$ cat src/rtl/nv_nvdla_hls_pkg.sv
// Shared definitions for the NVDLA HLS arithmetic helpers: rounding-mode
// encodings and a lane popcount used by saturation statistics.
package nv_nvdla_hls_pkg;

    localparam logic [1:0] RND_HAWAY = 2'd0;
    localparam logic [1:0] RND_EVEN  = 2'd1;
    localparam logic [1:0] RND_TRUNC = 2'd2;

    function automatic logic [6:0] popcount(input logic [63:0] v);
        logic [6:0] n;
        n = '0;
        for (int i = 0; i < 64; i++) begin
            n = n + {6'd0, v[i]};
        end
        return n;
    endfunction

endpackage

$ cat src/rtl/nv_nvdla_hls_shiftrightsat_lane.sv
// One lane of the shift/round/saturate datapath: stage-1 shift fields and
// stage-2 rounding and clamp. Purely combinational; the top holds the flops.
module nv_nvdla_hls_shiftrightsat_lane
    import nv_nvdla_hls_pkg::*;
#(
    parameter int IN_WIDTH    = 32,
    parameter int OUT_WIDTH   = 16,
    parameter int SHIFT_WIDTH = 6
) (
    input  logic [IN_WIDTH-1:0]    s1_data,
    input  logic [SHIFT_WIDTH-1:0] s1_shift,
    output logic [IN_WIDTH-1:0]    s1_shifted,
    output logic                   s1_guide,
    output logic                   s1_sticky,
    output logic                   s1_sign,
    output logic                   s1_oor,
    input  logic [IN_WIDTH-1:0]    s2_shifted,
    input  logic                   s2_guide,
    input  logic                   s2_sticky,
    input  logic                   s2_sign,
    input  logic                   s2_oor,
    input  logic [1:0]             s2_rnd_mode,
    input  logic                   s2_uns_out,
    output logic [OUT_WIDTH-1:0]   s2_res,
    output logic                   s2_sat
);

    localparam logic signed [IN_WIDTH:0] S_MAX = {{(IN_WIDTH-OUT_WIDTH+2){1'b0}}, {(OUT_WIDTH-1){1'b1}}};
    localparam logic signed [IN_WIDTH:0] S_MIN = {{(IN_WIDTH-OUT_WIDTH+2){1'b1}}, {(OUT_WIDTH-1){1'b0}}};
    localparam logic signed [IN_WIDTH:0] U_MAX = {{(IN_WIDTH-OUT_WIDTH+1){1'b0}}, {OUT_WIDTH{1'b1}}};

    logic signed [2*IN_WIDTH-1:0] ext;
    logic signed [2*IN_WIDTH-1:0] ext_sh;
    logic                         haway_inc;
    logic                         inc;
    logic signed [IN_WIDTH:0]     rnd;

    // The low half of the shifted word carries the fraction: guide bit on top, sticky below.
    always_comb begin
        ext        = {s1_data, {IN_WIDTH{1'b0}}};
        ext_sh     = ext >>> s1_shift;
        s1_shifted = ext_sh[2*IN_WIDTH-1:IN_WIDTH];
        s1_guide   = ext_sh[IN_WIDTH-1];
        s1_sticky  = |ext_sh[IN_WIDTH-2:0];
        s1_sign    = s1_data[IN_WIDTH-1];
        s1_oor     = 32'(s1_shift) >= 32'(IN_WIDTH);
    end

    always_comb begin
        haway_inc = s2_guide & (~s2_sign | s2_sticky);
        case (s2_rnd_mode)
            RND_HAWAY: inc = haway_inc;
            RND_EVEN:  inc = s2_guide & (s2_sticky | s2_shifted[0]);
            RND_TRUNC: inc = 1'b0;
            default:   inc = haway_inc;
        endcase
        rnd = $signed({s2_shifted[IN_WIDTH-1], s2_shifted}) + $signed({{IN_WIDTH{1'b0}}, inc});

        s2_res = '0;
        s2_sat = 1'b0;
        if (s2_oor) begin
            s2_res = '0;
        end else if (s2_uns_out) begin
            if (rnd[IN_WIDTH]) begin
                s2_sat = 1'b1;
            end else if (rnd > U_MAX) begin
                s2_res = '1;
                s2_sat = 1'b1;
            end else begin
                s2_res = rnd[OUT_WIDTH-1:0];
            end
        end else begin
            if (rnd > S_MAX) begin
                s2_res = {1'b0, {(OUT_WIDTH-1){1'b1}}};
                s2_sat = 1'b1;
            end else if (rnd < S_MIN) begin
                s2_res = {1'b1, {(OUT_WIDTH-1){1'b0}}};
                s2_sat = 1'b1;
            end else begin
                s2_res = rnd[OUT_WIDTH-1:0];
            end
        end
    end

endmodule

$ cat src/rtl/nv_nvdla_hls_shiftrightsat_pipe.sv
// Multi-lane two-stage right shifter with rounding, clamping, valid/ready
// flow control and a saturating count of clamped lanes.
module nv_nvdla_hls_shiftrightsat_pipe
    import nv_nvdla_hls_pkg::*;
#(
    parameter int LANES       = 4,
    parameter int IN_WIDTH    = 32,
    parameter int OUT_WIDTH   = 16,
    parameter int SHIFT_WIDTH = 6,
    parameter int CNT_WIDTH   = 32
) (
    input  logic                       nvdla_core_clk,
    input  logic                       nvdla_core_rst,
    input  logic                       in_pvld,
    output logic                       in_prdy,
    input  logic [LANES*IN_WIDTH-1:0]  in_data,
    input  logic [SHIFT_WIDTH-1:0]     in_shift,
    input  logic [1:0]                 in_rnd_mode,
    input  logic                       in_uns_out,
    output logic                       out_pvld,
    input  logic                       out_prdy,
    output logic [LANES*OUT_WIDTH-1:0] out_data,
    output logic [LANES-1:0]           out_sat,
    output logic [CNT_WIDTH-1:0]       sat_cnt,
    input  logic                       sat_cnt_clr
);

    logic [IN_WIDTH-1:0]  lane_shifted [LANES];
    logic [LANES-1:0]     lane_guide, lane_sticky, lane_sign, lane_oor;
    logic [OUT_WIDTH-1:0] lane_res [LANES];
    logic [LANES-1:0]     lane_sat;

    logic                 s1_vld_q, s1_vld_d;
    logic [IN_WIDTH-1:0]  s1_shifted_q [LANES];
    logic [IN_WIDTH-1:0]  s1_shifted_d [LANES];
    logic [LANES-1:0]     s1_guide_q, s1_guide_d, s1_sticky_q, s1_sticky_d;
    logic [LANES-1:0]     s1_sign_q, s1_sign_d, s1_oor_q, s1_oor_d;
    logic [1:0]           s1_rnd_mode_q, s1_rnd_mode_d;
    logic                 s1_uns_out_q, s1_uns_out_d;

    logic                       s2_vld_q, s2_vld_d;
    logic [LANES*OUT_WIDTH-1:0] out_data_q, out_data_d;
    logic [LANES-1:0]           out_sat_q, out_sat_d;
    logic [CNT_WIDTH-1:0]       sat_cnt_q, sat_cnt_d;

    logic                 s1_ld, s2_ld, out_acc;
    logic [CNT_WIDTH-1:0] cnt_base;
    logic [CNT_WIDTH:0]   cnt_sum;

    for (genvar i = 0; i < LANES; i++) begin : g_lane
        nv_nvdla_hls_shiftrightsat_lane #(
            .IN_WIDTH    (IN_WIDTH),
            .OUT_WIDTH   (OUT_WIDTH),
            .SHIFT_WIDTH (SHIFT_WIDTH)
        ) u_lane (
            .s1_data     (in_data[i*IN_WIDTH +: IN_WIDTH]),
            .s1_shift    (in_shift),
            .s1_shifted  (lane_shifted[i]),
            .s1_guide    (lane_guide[i]),
            .s1_sticky   (lane_sticky[i]),
            .s1_sign     (lane_sign[i]),
            .s1_oor      (lane_oor[i]),
            .s2_shifted  (s1_shifted_q[i]),
            .s2_guide    (s1_guide_q[i]),
            .s2_sticky   (s1_sticky_q[i]),
            .s2_sign     (s1_sign_q[i]),
            .s2_oor      (s1_oor_q[i]),
            .s2_rnd_mode (s1_rnd_mode_q),
            .s2_uns_out  (s1_uns_out_q),
            .s2_res      (lane_res[i]),
            .s2_sat      (lane_sat[i])
        );
    end

    // S1 may refill in the same cycle it hands its beat to S2.
    always_comb begin
        out_acc  = s2_vld_q & out_prdy;
        s2_ld    = s1_vld_q & (~s2_vld_q | out_prdy);
        in_prdy  = ~s1_vld_q | ~s2_vld_q | out_prdy;
        s1_ld    = in_pvld & in_prdy;
        s1_vld_d = s1_ld | (s1_vld_q & ~s2_ld);
        s2_vld_d = s2_ld | (s2_vld_q & ~out_acc);

        s1_shifted_d  = s1_shifted_q;
        s1_guide_d    = s1_guide_q;
        s1_sticky_d   = s1_sticky_q;
        s1_sign_d     = s1_sign_q;
        s1_oor_d      = s1_oor_q;
        s1_rnd_mode_d = s1_rnd_mode_q;
        s1_uns_out_d  = s1_uns_out_q;
        if (s1_ld) begin
            s1_shifted_d  = lane_shifted;
            s1_guide_d    = lane_guide;
            s1_sticky_d   = lane_sticky;
            s1_sign_d     = lane_sign;
            s1_oor_d      = lane_oor;
            s1_rnd_mode_d = in_rnd_mode;
            s1_uns_out_d  = in_uns_out;
        end

        out_data_d = out_data_q;
        out_sat_d  = out_sat_q;
        if (s2_ld) begin
            for (int i = 0; i < LANES; i++) begin
                out_data_d[i*OUT_WIDTH +: OUT_WIDTH] = lane_res[i];
            end
            out_sat_d = lane_sat;
        end
    end

    // Clear takes effect before the accepted beat's count is added.
    always_comb begin
        cnt_base = sat_cnt_clr ? '0 : sat_cnt_q;
        cnt_sum  = {1'b0, cnt_base} + (CNT_WIDTH+1)'(popcount(64'(out_sat_q)));
        if (out_acc) begin
            sat_cnt_d = cnt_sum[CNT_WIDTH] ? '1 : cnt_sum[CNT_WIDTH-1:0];
        end else begin
            sat_cnt_d = cnt_base;
        end
    end

    always_ff @(posedge nvdla_core_clk) begin
        if (nvdla_core_rst) begin
            s1_vld_q      <= 1'b0;
            s1_shifted_q  <= '{default: '0};
            s1_guide_q    <= '0;
            s1_sticky_q   <= '0;
            s1_sign_q     <= '0;
            s1_oor_q      <= '0;
            s1_rnd_mode_q <= '0;
            s1_uns_out_q  <= 1'b0;
            s2_vld_q      <= 1'b0;
            out_data_q    <= '0;
            out_sat_q     <= '0;
            sat_cnt_q     <= '0;
        end else begin
            s1_vld_q      <= s1_vld_d;
            s1_shifted_q  <= s1_shifted_d;
            s1_guide_q    <= s1_guide_d;
            s1_sticky_q   <= s1_sticky_d;
            s1_sign_q     <= s1_sign_d;
            s1_oor_q      <= s1_oor_d;
            s1_rnd_mode_q <= s1_rnd_mode_d;
            s1_uns_out_q  <= s1_uns_out_d;
            s2_vld_q      <= s2_vld_d;
            out_data_q    <= out_data_d;
            out_sat_q     <= out_sat_d;
            sat_cnt_q     <= sat_cnt_d;
        end
    end

    assign out_pvld = s2_vld_q;
    assign out_data = out_data_q;
    assign out_sat  = out_sat_q;
    assign sat_cnt  = sat_cnt_q;

endmodule

$ cat config.mk
export PLATFORM = sky130hd
export DESIGN_NAME = nv_nvdla_hls_shiftrightsat_pipe
export DESIGN_NICKNAME = d
export VERILOG_FILES = /design/src/rtl/nv_nvdla_hls_pkg.sv /design/src/rtl/nv_nvdla_hls_shiftrightsat_lane.sv /design/src/rtl/nv_nvdla_hls_shiftrightsat_pipe.sv
export SDC_FILE = /design/constraint.sdc
export NUM_CORES = 1
export LEC_CHECK = 0
export CORE_MARGIN = 2
export CORE_UTILIZATION = 35
export DETAILED_ROUTE_END_ITERATION = 8
export SETUP_SLACK_MARGIN = 0.2
export SYNTH_ARGS = -nofsm -noshare
export SYNTH_HDL_FRONTEND = slang
export SYNTH_SLANG_ARGS = --single-unit
$ cat constraint.sdc
create_clock -name nvdla_core_clk -period 3.87 [get_ports nvdla_core_clk]
set_input_delay 0.9675 -clock nvdla_core_clk [delete_from_list [all_inputs] [get_ports nvdla_core_clk]]
set_output_delay 0.9675 -clock nvdla_core_clk [all_outputs]
set_load 0.05 [all_outputs]
* Yosys cells after proc, flatten, opt, wreduce, memory -nomap -nowiden *
Index checks and enable logic that the tools add are counted.

storage, ports and cells
  output and inout port bits = 102
  word-level logic and storage cells = 135
  input port bits = 142
  register bits after elaboration = 246

operators by class
  equal/unequal tests = 2
  shift-type cells = 4
  muxes and demuxes = 55
  add/sub/neg operators = 8
  $lt $le $gt $ge = 13
  bitwise gates (word level) = 34
  reduce and logical (&&, ||, !) cells = 4

operators with widths
  operator              count
  $mux 16               24
  $sshr 64x6->64        4
  $add 32x2->33         4
  $gt 33x16->1 const B  4
  $gt 33x17->1 const B  4
  $lt 33x16->1 const B  4
  $reduce_or 31->1      4
  $mux 32               3
  $add 32x4->33         1
  $mux 1                24
  $and 1x1->1           13
  $or 1x1->1            13
  $not 1->1             8
  $pmux 1 s2            4
  $ge 6x6->1 const B    1
  $add 3x1->4           1
  $add 2x1->3           1
  $add 1x1->2           1
  $eq 2x1->1 const B    1
  $eq 2x2->1 const B    1

* Depth between registers and ports, before layout *
Gate-level depths: netlist of the first run.

  depth in word-level cells = 10
  gate-level depth with buffers = 17
  depth with buffers taken out = 15

* Hierarchy *
Synthesis of the first run repeated with hierarchy kept, for this count alone.

second synthesis, totals
  cell total of the unflattened synthesis = 3039
  area, all modules = 22888.2 um^2

modules (own cells, without submodules)
  module                           cells each  times used  area an instance (um^2)  sequential area each (um^2)
  nv_nvdla_hls_shiftrightsat_lane  470         4           3424.5                   0.0
  nv_nvdla_hls_shiftrightsat_pipe  1159        1           9190.1                   4984.8

* Worst setup path before layout of the first run *
Ideal clock, no wire load.

  path type = input -> register
  from = input sat_cnt_clr
  to = register sat_cnt_q[27] (netlist: sat_cnt[27])
  stages on the path = 15
  path buffers = 4
  arrival time = 3.982 ns
  library setup time = 0.070 ns
  required time = 3.800 ns
  setup slack = -0.182 ns
  cells stage by stage = clkbuf_1 clkbuf_1 clkbuf_1 nor2b_1 fa_1 inv_1 fa_1 nor4_1 nand2b_1 nor2_1 nand2_1 nor2_1 nand3_1 clkbuf_1 a21oi_1

between the ends
  longest elaborated chain between the ends = 4

ends and longest elaborated chain
  item                    RTL line                                text
  start: declaration      nv_nvdla_hls_shiftrightsat_pipe.sv:25   input logic sat_cnt_clr
  $mux 32 *               nv_nvdla_hls_shiftrightsat_pipe.sv:113  cnt_base = sat_cnt_clr ? '0 : sat_cnt_q;
  $add 32x4->33           nv_nvdla_hls_shiftrightsat_pipe.sv:114  cnt_sum = {1'b0, cnt_base} + (CNT_WIDTH+1)'(popcount(64'(out_sat_q)));
  $mux 32                 nv_nvdla_hls_shiftrightsat_pipe.sv:116  sat_cnt_d = cnt_sum[CNT_WIDTH] ? '1 : cnt_sum[CNT_WIDTH-1:0];
  $mux 32 *               nv_nvdla_hls_shiftrightsat_pipe.sv:115  if (out_acc) begin
  end signal: assignment  nv_nvdla_hls_shiftrightsat_pipe.sv:148  sat_cnt_q <= sat_cnt_d;
  end: declaration        nv_nvdla_hls_shiftrightsat_pipe.sv:44   logic [CNT_WIDTH-1:0] sat_cnt_q, sat_cnt_d;

Mark *: on every way between the ends. The rest lies on a longest branch, timed or not.
A chain may end at the register's enable or synchronous reset.

* Worst setup path in the final report of the first run *
  from = register s1_rnd_mode_q[1]
  to = register out_data_q[41] (netlist: out_data[41])

between the ends
  longest elaborated chain between the ends = 8
  elaborated cells between the ends (all ways) = 13
  those cells by class = add/sub (1); order compare (3); eq/ne (2); mux (7)

ends and longest elaborated chain
  item                                          RTL line                                                                      text
  start: declaration                            nv_nvdla_hls_shiftrightsat_pipe.sv:38                                         logic [1:0] s1_rnd_mode_q, s1_rnd_mode_d;
  start signal: assignment                      nv_nvdla_hls_shiftrightsat_pipe.sv:143                                        s1_rnd_mode_q <= s1_rnd_mode_d;
  $eq 2x2->1 or $eq 2x1->1 (tied branches)      nv_nvdla_hls_shiftrightsat_lane.sv:51                                         case (s2_rnd_mode)
  $pmux 1 s2 *                                  nv_nvdla_hls_shiftrightsat_lane.sv:51
  $add 32x2->33 *                               nv_nvdla_hls_shiftrightsat_lane.sv:57                                         rnd = $signed({s2_shifted[IN_WIDTH-1], s2_shifted}) + $signed({{IN_WIDTH{1'b0}}, inc});
  $lt 33x16->1 or $gt 33x17->1 (tied branches)  nv_nvdla_hls_shiftrightsat_lane.sv:76, nv_nvdla_hls_shiftrightsat_lane.sv:66
  $mux 16 (on tied branches)                    nv_nvdla_hls_shiftrightsat_lane.sv:76, nv_nvdla_hls_shiftrightsat_lane.sv:66
  $mux 16 (on tied branches)                    nv_nvdla_hls_shiftrightsat_lane.sv:73, nv_nvdla_hls_shiftrightsat_lane.sv:64
  $mux 16 *                                     nv_nvdla_hls_shiftrightsat_lane.sv:63                                         end else if (s2_uns_out) begin
  $mux 16 *                                     nv_nvdla_hls_shiftrightsat_lane.sv:61                                         if (s2_oor) begin
  end signal: assignment                        nv_nvdla_hls_shiftrightsat_pipe.sv:146                                        out_data_q <= out_data_d;
  end: declaration                              nv_nvdla_hls_shiftrightsat_pipe.sv:42                                         logic [LANES*OUT_WIDTH-1:0] out_data_q, out_data_d;

Marks and branches as above.

==> impl_metrics.ini, run 1 <==
[cells_and_area]
design_area_mm2 = 0.0269
area.growth.synth_to_final_pct = 23.5
fin_cells = 3807
nNetsFinal = 3105
diodes = 0
drive_gt1_frac = 0.176
fillers = 6209

[timing]
fin_crit_ns = 3.49
setup-violations-final = 0
tightest_slew_ns = 1.06
maxSlewViolCount = 0
whs_ns = 0.451
clock_skew_ns = 0.0316
layout_setup_ws_ns = 0.385
max_freq_mhz = 287
slew_headroom = 0.289
period_share = 0.901
finalHoldViolCount = 0
rsz0062_at_grt = no

[worst_setup_path]
endpoint_kind = flop
required_ns = 4.37
r2r_cells = 15
timing.rr.end = out_data[41]
startpoint_type = flop
r2r-start = s1_rnd_mode_q[1]
crit_slowest_cell = or4_4
critPathTopFamily = compound AO/OA/AOI/OAI gates
path_cells = nand2b_4 -> buf_4 -> o22ai_1 -> a21oi_1 -> ha_2 -> ha_2 -> nand3_1 -> or4_4 -> or2_4 -> nor2b_1 -> o2111ai_4 -> o32ai_2 -> buf_4 -> a221o_1 -> a21oi_1
critical_path_class = flop to flop
crit_arrival_ns = 3.99
crit_fanout = 8
cpPeakStageDelay_ns = 0.46
reg2reg_slack_ns = 0.38
path_buf_inv = 2

[die]
start_util = 0.353
dieWidth_um = 253
io_pins = 244
die-area_mm2 = 0.0641
row_count = 91
coreArea_mm2 = 0.0616
die_h_um = 253

[clock_network]
cts-root-buf = clkbuf_16
cts_inserted_buffers = 27
htree_levels = 1
insertion_delay_ns = 0.57
cts.clk_slew.worst_paths_ns = 0.07
cts_tree = done
cts.path.max_buffers = 3
cts.sinks = 242
ctsHoldBuffers = 0

[logic_synthesis]
synth_top_flop_cell = dfxtp_1
syn_avg_cell_area_um2 = 7.99
synth_area_mm2 = 0.0217
synth.net_count = 2875
syn_inst = 2720
synth_cell_types = 101
yosys-top-cells-area = dfxtp_1 (22%), mux4_2 (14%), nand2_1 (6.2%), a21oi_1 (5.7%), mux2i_1 (4.4%)
synth_edf_count = 0
seq_area_frac_synth = 0.223
netlist.area_leader.share = 0.223
ys_seq_elements = 242
ys_warn_count = 0
synthTopCellsByCount = nand2_1 (357), a21oi_1 (246), nor2_1 (243)
synth-async-reset-ratio = 0
synth_top_area_cell = dfxtp_1
synth_most_common_cell = nand2_1

[run_status]
status = complete, no violations

[placement]
place_area_mm2 = 0.0258
place_ws_ns = -0.0355
gp_congestion = 0.966
port_buffers = 243
placed_cells = 3754
hpwl_um = 64100

[routing]
vias = 22700
wl_per_cell_um = 21.4
final_antenna_net_count = 0
wirelength_um = 81400
via_per_inst = 5.97
first_pass_iters = 6
drc_errors = 0
dr.first_iter.drc_count = 2012

[min_path]
min_to = out_data[6]
hp-class = flop to flop
hold_start = out_data[6]
min_path_cells = 2

[grt]
overflow = 0
antenna_found_initial = 0
grt_use_total = 0.246
grt_pass1_wl_um = 126000
grt_pass1_vias = 21500
grt_start_max_net_pins = 80

[pwr]
irDropWorstVdd_mv = 0.317
power.leakage_uw = 0.00952
p_per_area_mw_per_mm2 = 313

[flow_run]
cap_violations = 0
cells in the final DEF (no fill, tap or decap), drive strengths merged, types with 20 or more instances in the layout:
cell type	instances
nor4	51
nand2	357
nor3	78
dfxtp	242
buf	196
clkdlybuf4s50	235
a22oi	20
clkbuf	35
a211oi	41
and3	37
a31oi	26
nand2b	31
mux2i	96
nand4	61
and4	21
o211ai	62
a21oi	246
mux4	135
inv	49
nor2	243
xor2	45
mux2	60
o21ai	119
o22ai	35
nand3	96
xnor2	64
where the power goes:
group	internal (µW)	switching [µW]
Sequential	2660	237
Combinational	1160	1600
Clock	1630	1110
Total	5450	2950
registers in the layout, indices dropped and copies added (netlist names):
signal	count
out_data	64
out_pvld	1
out_sat	4
s1_guide_q	4
s1_oor_q	1
s1_rnd_mode_q	2
s1_shifted_q	125
s1_sign_q	3
s1_sticky_q	4
s1_uns_out_q	1
s1_vld_q	1
sat_cnt	32
area by class of cell:
| type | count | area, µm² | share of cell area |
|---|---|---|---|
| multi-input cells | 2200 | 15800 | 0.590 |
| flip-flops and latches | 242 | 4850 | 0.181 |
| repair buffers | 431 | 4000 | 0.149 |
| well taps | 837 | 1050 | 0.0390 |
| clock buffers | 35 | 746 | 0.0278 |
| clock inverters | 14 | 190 | 0.00708 |
| inverters | 48 | 180 | 0.00671 |
timing repair:
item	4_1_cts	5_1_grt
setup endpoints to repair	29	64
buffers inserted	1	3
pin swaps	0	11
gates resized for setup	6	22
routing by layer:
layer	GRT usage	share of wire	vias to the layer above
met5	0	0	-
met4	0.0663	0.025	0
met3	0.0354	0.072	114
met2	0.368	0.43	974
met1	0.366	0.48	10900
li1	-	-	10700
tightest hold or removal path: stages, from the launching register on:
cell	delay, ns
dfxtp_1	0.31
nand2_1	0.05
a21oi_1	0.05
how the worst max path moves through the flow:
stage,from,to,slack [ns],cells after the start
floorplan,sat_cnt_clr,sat_cnt[27],0.22,15
global placement,s1_rnd_mode_q[0],out_sat[0],-0.05,17
global route,s1_sign_q[0],out_sat[0],0.15,18
finish,s1_rnd_mode_q[1],out_data[41],0.38,15
CTS,s1_rnd_mode_q[1],out_data[38],0.20,15
detailed placement,in_shift[0],s1_sticky_q[3],-0.04,9
stage by stage:
stage / TNS, ns / power [µW] / utilization
2_1_floorplan: 0 / 4590 / -
3_3_place_gp: -0.0542 / 5630 / 0.419
3_5_place_dp: -0.0355 / 5650 / 0.419
4_1_cts: 0 / 8410 / 0.434
5_1_grt: 0 / 8760 / 0.436
6_report: 0 / 8400 / 0.436
logic make-up (layout without fill, tap and decap cells):
| group | count (synthesis) | in the layout | share of synthesized area |
|---|---|---|---|
| and+or+nand+nor | 1074 | 1074 | 0.240 |
| AOI/OAI and AO/OA | 713 | 713 | 0.214 |
| muxes | 291 | 291 | 0.215 |
| buffers and inverters | 278 | 528 | 0.0560 |
| DFF | 242 | 242 | 0.223 |
| xor gates and xnor gates | 109 | 109 | 0.0439 |
| adders and majority gates | 13 | 13 | 0.00852 |
Note: power is estimated with default switching activity, not from simulation.
==> run 2, diff against run 1 <==
--- a/config.mk
+++ b/config.mk
@@ -8,7 +8,6 @@
 export CORE_MARGIN = 2
 export CORE_UTILIZATION = 35
 export DETAILED_ROUTE_END_ITERATION = 8
-export SETUP_SLACK_MARGIN = 0.2
 export SYNTH_ARGS = -nofsm -noshare
 export SYNTH_HDL_FRONTEND = slang
 export SYNTH_SLANG_ARGS = --single-unit
==> impl_metrics.ini, run 2 (synthesis results as in run 1) <==
[placement]
port_buffers = 243
place_ws_ns = 0.0194
hpwl_um = 61400
gp_congestion = 0.963

[cells_and_area]
top_register = s1_shifted_q
largest_reg_flops = 125
fillers = 6142
diodes = 0
area.growth.synth_to_final_pct = 22.1
multi_input_area_mm2 = 0.0158
layout_common_cells = nand2_1 (356), a21oi_1 (243), nor2_1 (242), dfxtp_1 (242), clkdlybuf4s50_1 (235)
seq_area_mm2 = 0.00484
nNetsFinal = 3072
final_common_cell = nand2_1
drive_gt1_frac = 0.162

[worst_setup_path]
path_cells = nand2b_1 -> buf_4 -> o22ai_1 -> a21oi_1 -> ha_1 -> ha_1 -> nand3_1 -> or4_4 -> or2_4 -> nor3_4 -> o2111ai_4 -> o32ai_2 -> buf_4 -> o21ai_0 -> a22o_1
crit_fanout = 8
reg2reg_slack_ns = 0.16
required_ns = 4.32
critical_path_class = flop to flop
crit_arrival_ns = 4.16
r2r_cells = 15
cpPeakStageDelay_ns = 0.56
crit_slowest_cell = or4_4
endpoint_kind = flop
startpoint_type = flop

[grt]
antenna_found_initial = 0
grt_pass1_vias = 20900
grt_start_max_net_pins = 161
grt_pass1_wl_um = 122000
grt_use_total = 0.235
overflow = 0

[timing]
clock_skew_ns = 0.0253
tightest_slew_ns = 1.07
setup_tns_ns = 0
slew_headroom = 0.279
finalHoldViolCount = 0
max_freq_mhz = 269
setup-violations-final = 0
rsz0062_at_grt = yes
period_share = 0.960
maxSlewViolCount = 0
fin_crit_ns = 3.71
layout_setup_ws_ns = 0.156

[die]
start_util = 0.353
die_h_um = 253
row_count = 91
die-area_mm2 = 0.0641
dieWidth_um = 253
io_pins = 244
coreArea_mm2 = 0.0616

[clock_network]
ctsHoldBuffers = 0
cts_tree = done
cts_inserted_buffers = 27
cts-root-buf = clkbuf_16
htree_levels = 1
cts.clk_slew.worst_paths_ns = 0.07
cts.sinks = 242
insertion_delay_ns = 0.56
cts.path.max_buffers = 3

[pwr]
p_per_area_mw_per_mm2 = 311
power.leakage_uw = 0.00933
irDropWorstVdd_mv = 0.276
total_power_uw = 8250

[routing]
vias = 22600
wirelength_um = 78000
final_antenna_net_count = 0
via_per_inst = 5.98
first_pass_iters = 6
dr.first_iter.drc_count = 2114
drc_errors = 0
wl_per_cell_um = 20.7

[min_path]
hp-class = flop to flop
min_path_cells = 2

[run_status]
status = complete, no violations

[flow_run]
cap_violations = 0
run 2: cell count changes in the layout (fill, tap and decap cells not counted), sizes merged:
cell,previous run,this run
buf,196,163
bufinv,4,3
clkbuf,35,32
clkinv,4,8
run 2: power by group:
| part | total, µW | internal (µW) | switching [µW] | leakage, µW |
|---|---|---|---|---|
| combinational | 2690 | 1140 | 1550 | 0.00690 |
| clock | 2650 | 1540 | 1110 | 0.000436 |
| sequential | 2910 | 2660 | 250 | 0.00199 |
| total | 8250 | 5340 | 2900 | 0.00933 |
run 2: routing by layer:
layer,share of wire,global-route usage,vias to the layer above
met5,0,0,-
met4,0.021,0.0527,0
met3,0.073,0.0269,87
met2,0.42,0.344,1004
met1,0.49,0.364,10800
li1,-,-,10700
run 2: path summary, 6_finish.rpt:
kind / end / start
worst max-delay path: out_data[40] / s1_rnd_mode_q[1]
worst max register to register: out_data[40] / s1_rnd_mode_q[1]
worst min-delay path: out_data[0] / out_data[0]
worst min register to register: out_data[0] / out_data[0]
run 2: worst max-delay path, delay by kind of cell (launching register included):
family,cells,cell delay [ns]
simple gates,5,1.40
compound gates,6,1.08
fa+ha+maj,2,0.42
buf+inv,2,0.34
flops,1,0.37
run 2: cell type report:
cell class | count | area share
Timing Repair Buffer | 398 | 0.143
Clock buffer | 32 | 0.0273
Multi-Input combinational cell | 2200 | 0.594
Clock inverter | 17 | 0.00693
Tap cell | 837 | 0.0395
Sequential cell | 242 | 0.183
Inverter | 48 | 0.00679
run 2: repair_timing:
action,4_1_cts,5_1_grt
buffers inserted,0,5
setup endpoints to repair,0,58
resized for setup,0,12
run 2: metrics by stage:
stage          hold WS, ns  cell area, µm²  utilization  std cells
2_1_floorplan        0.437           21800            -       2720
6_report             0.453           26500        0.431       3774
4_1_cts              0.455           26500        0.429       3769
3_5_place_dp         0.446           25500        0.415       3720
5_1_grt              0.469           26500        0.431       3774
3_3_place_gp         0.447           25500        0.415       3720
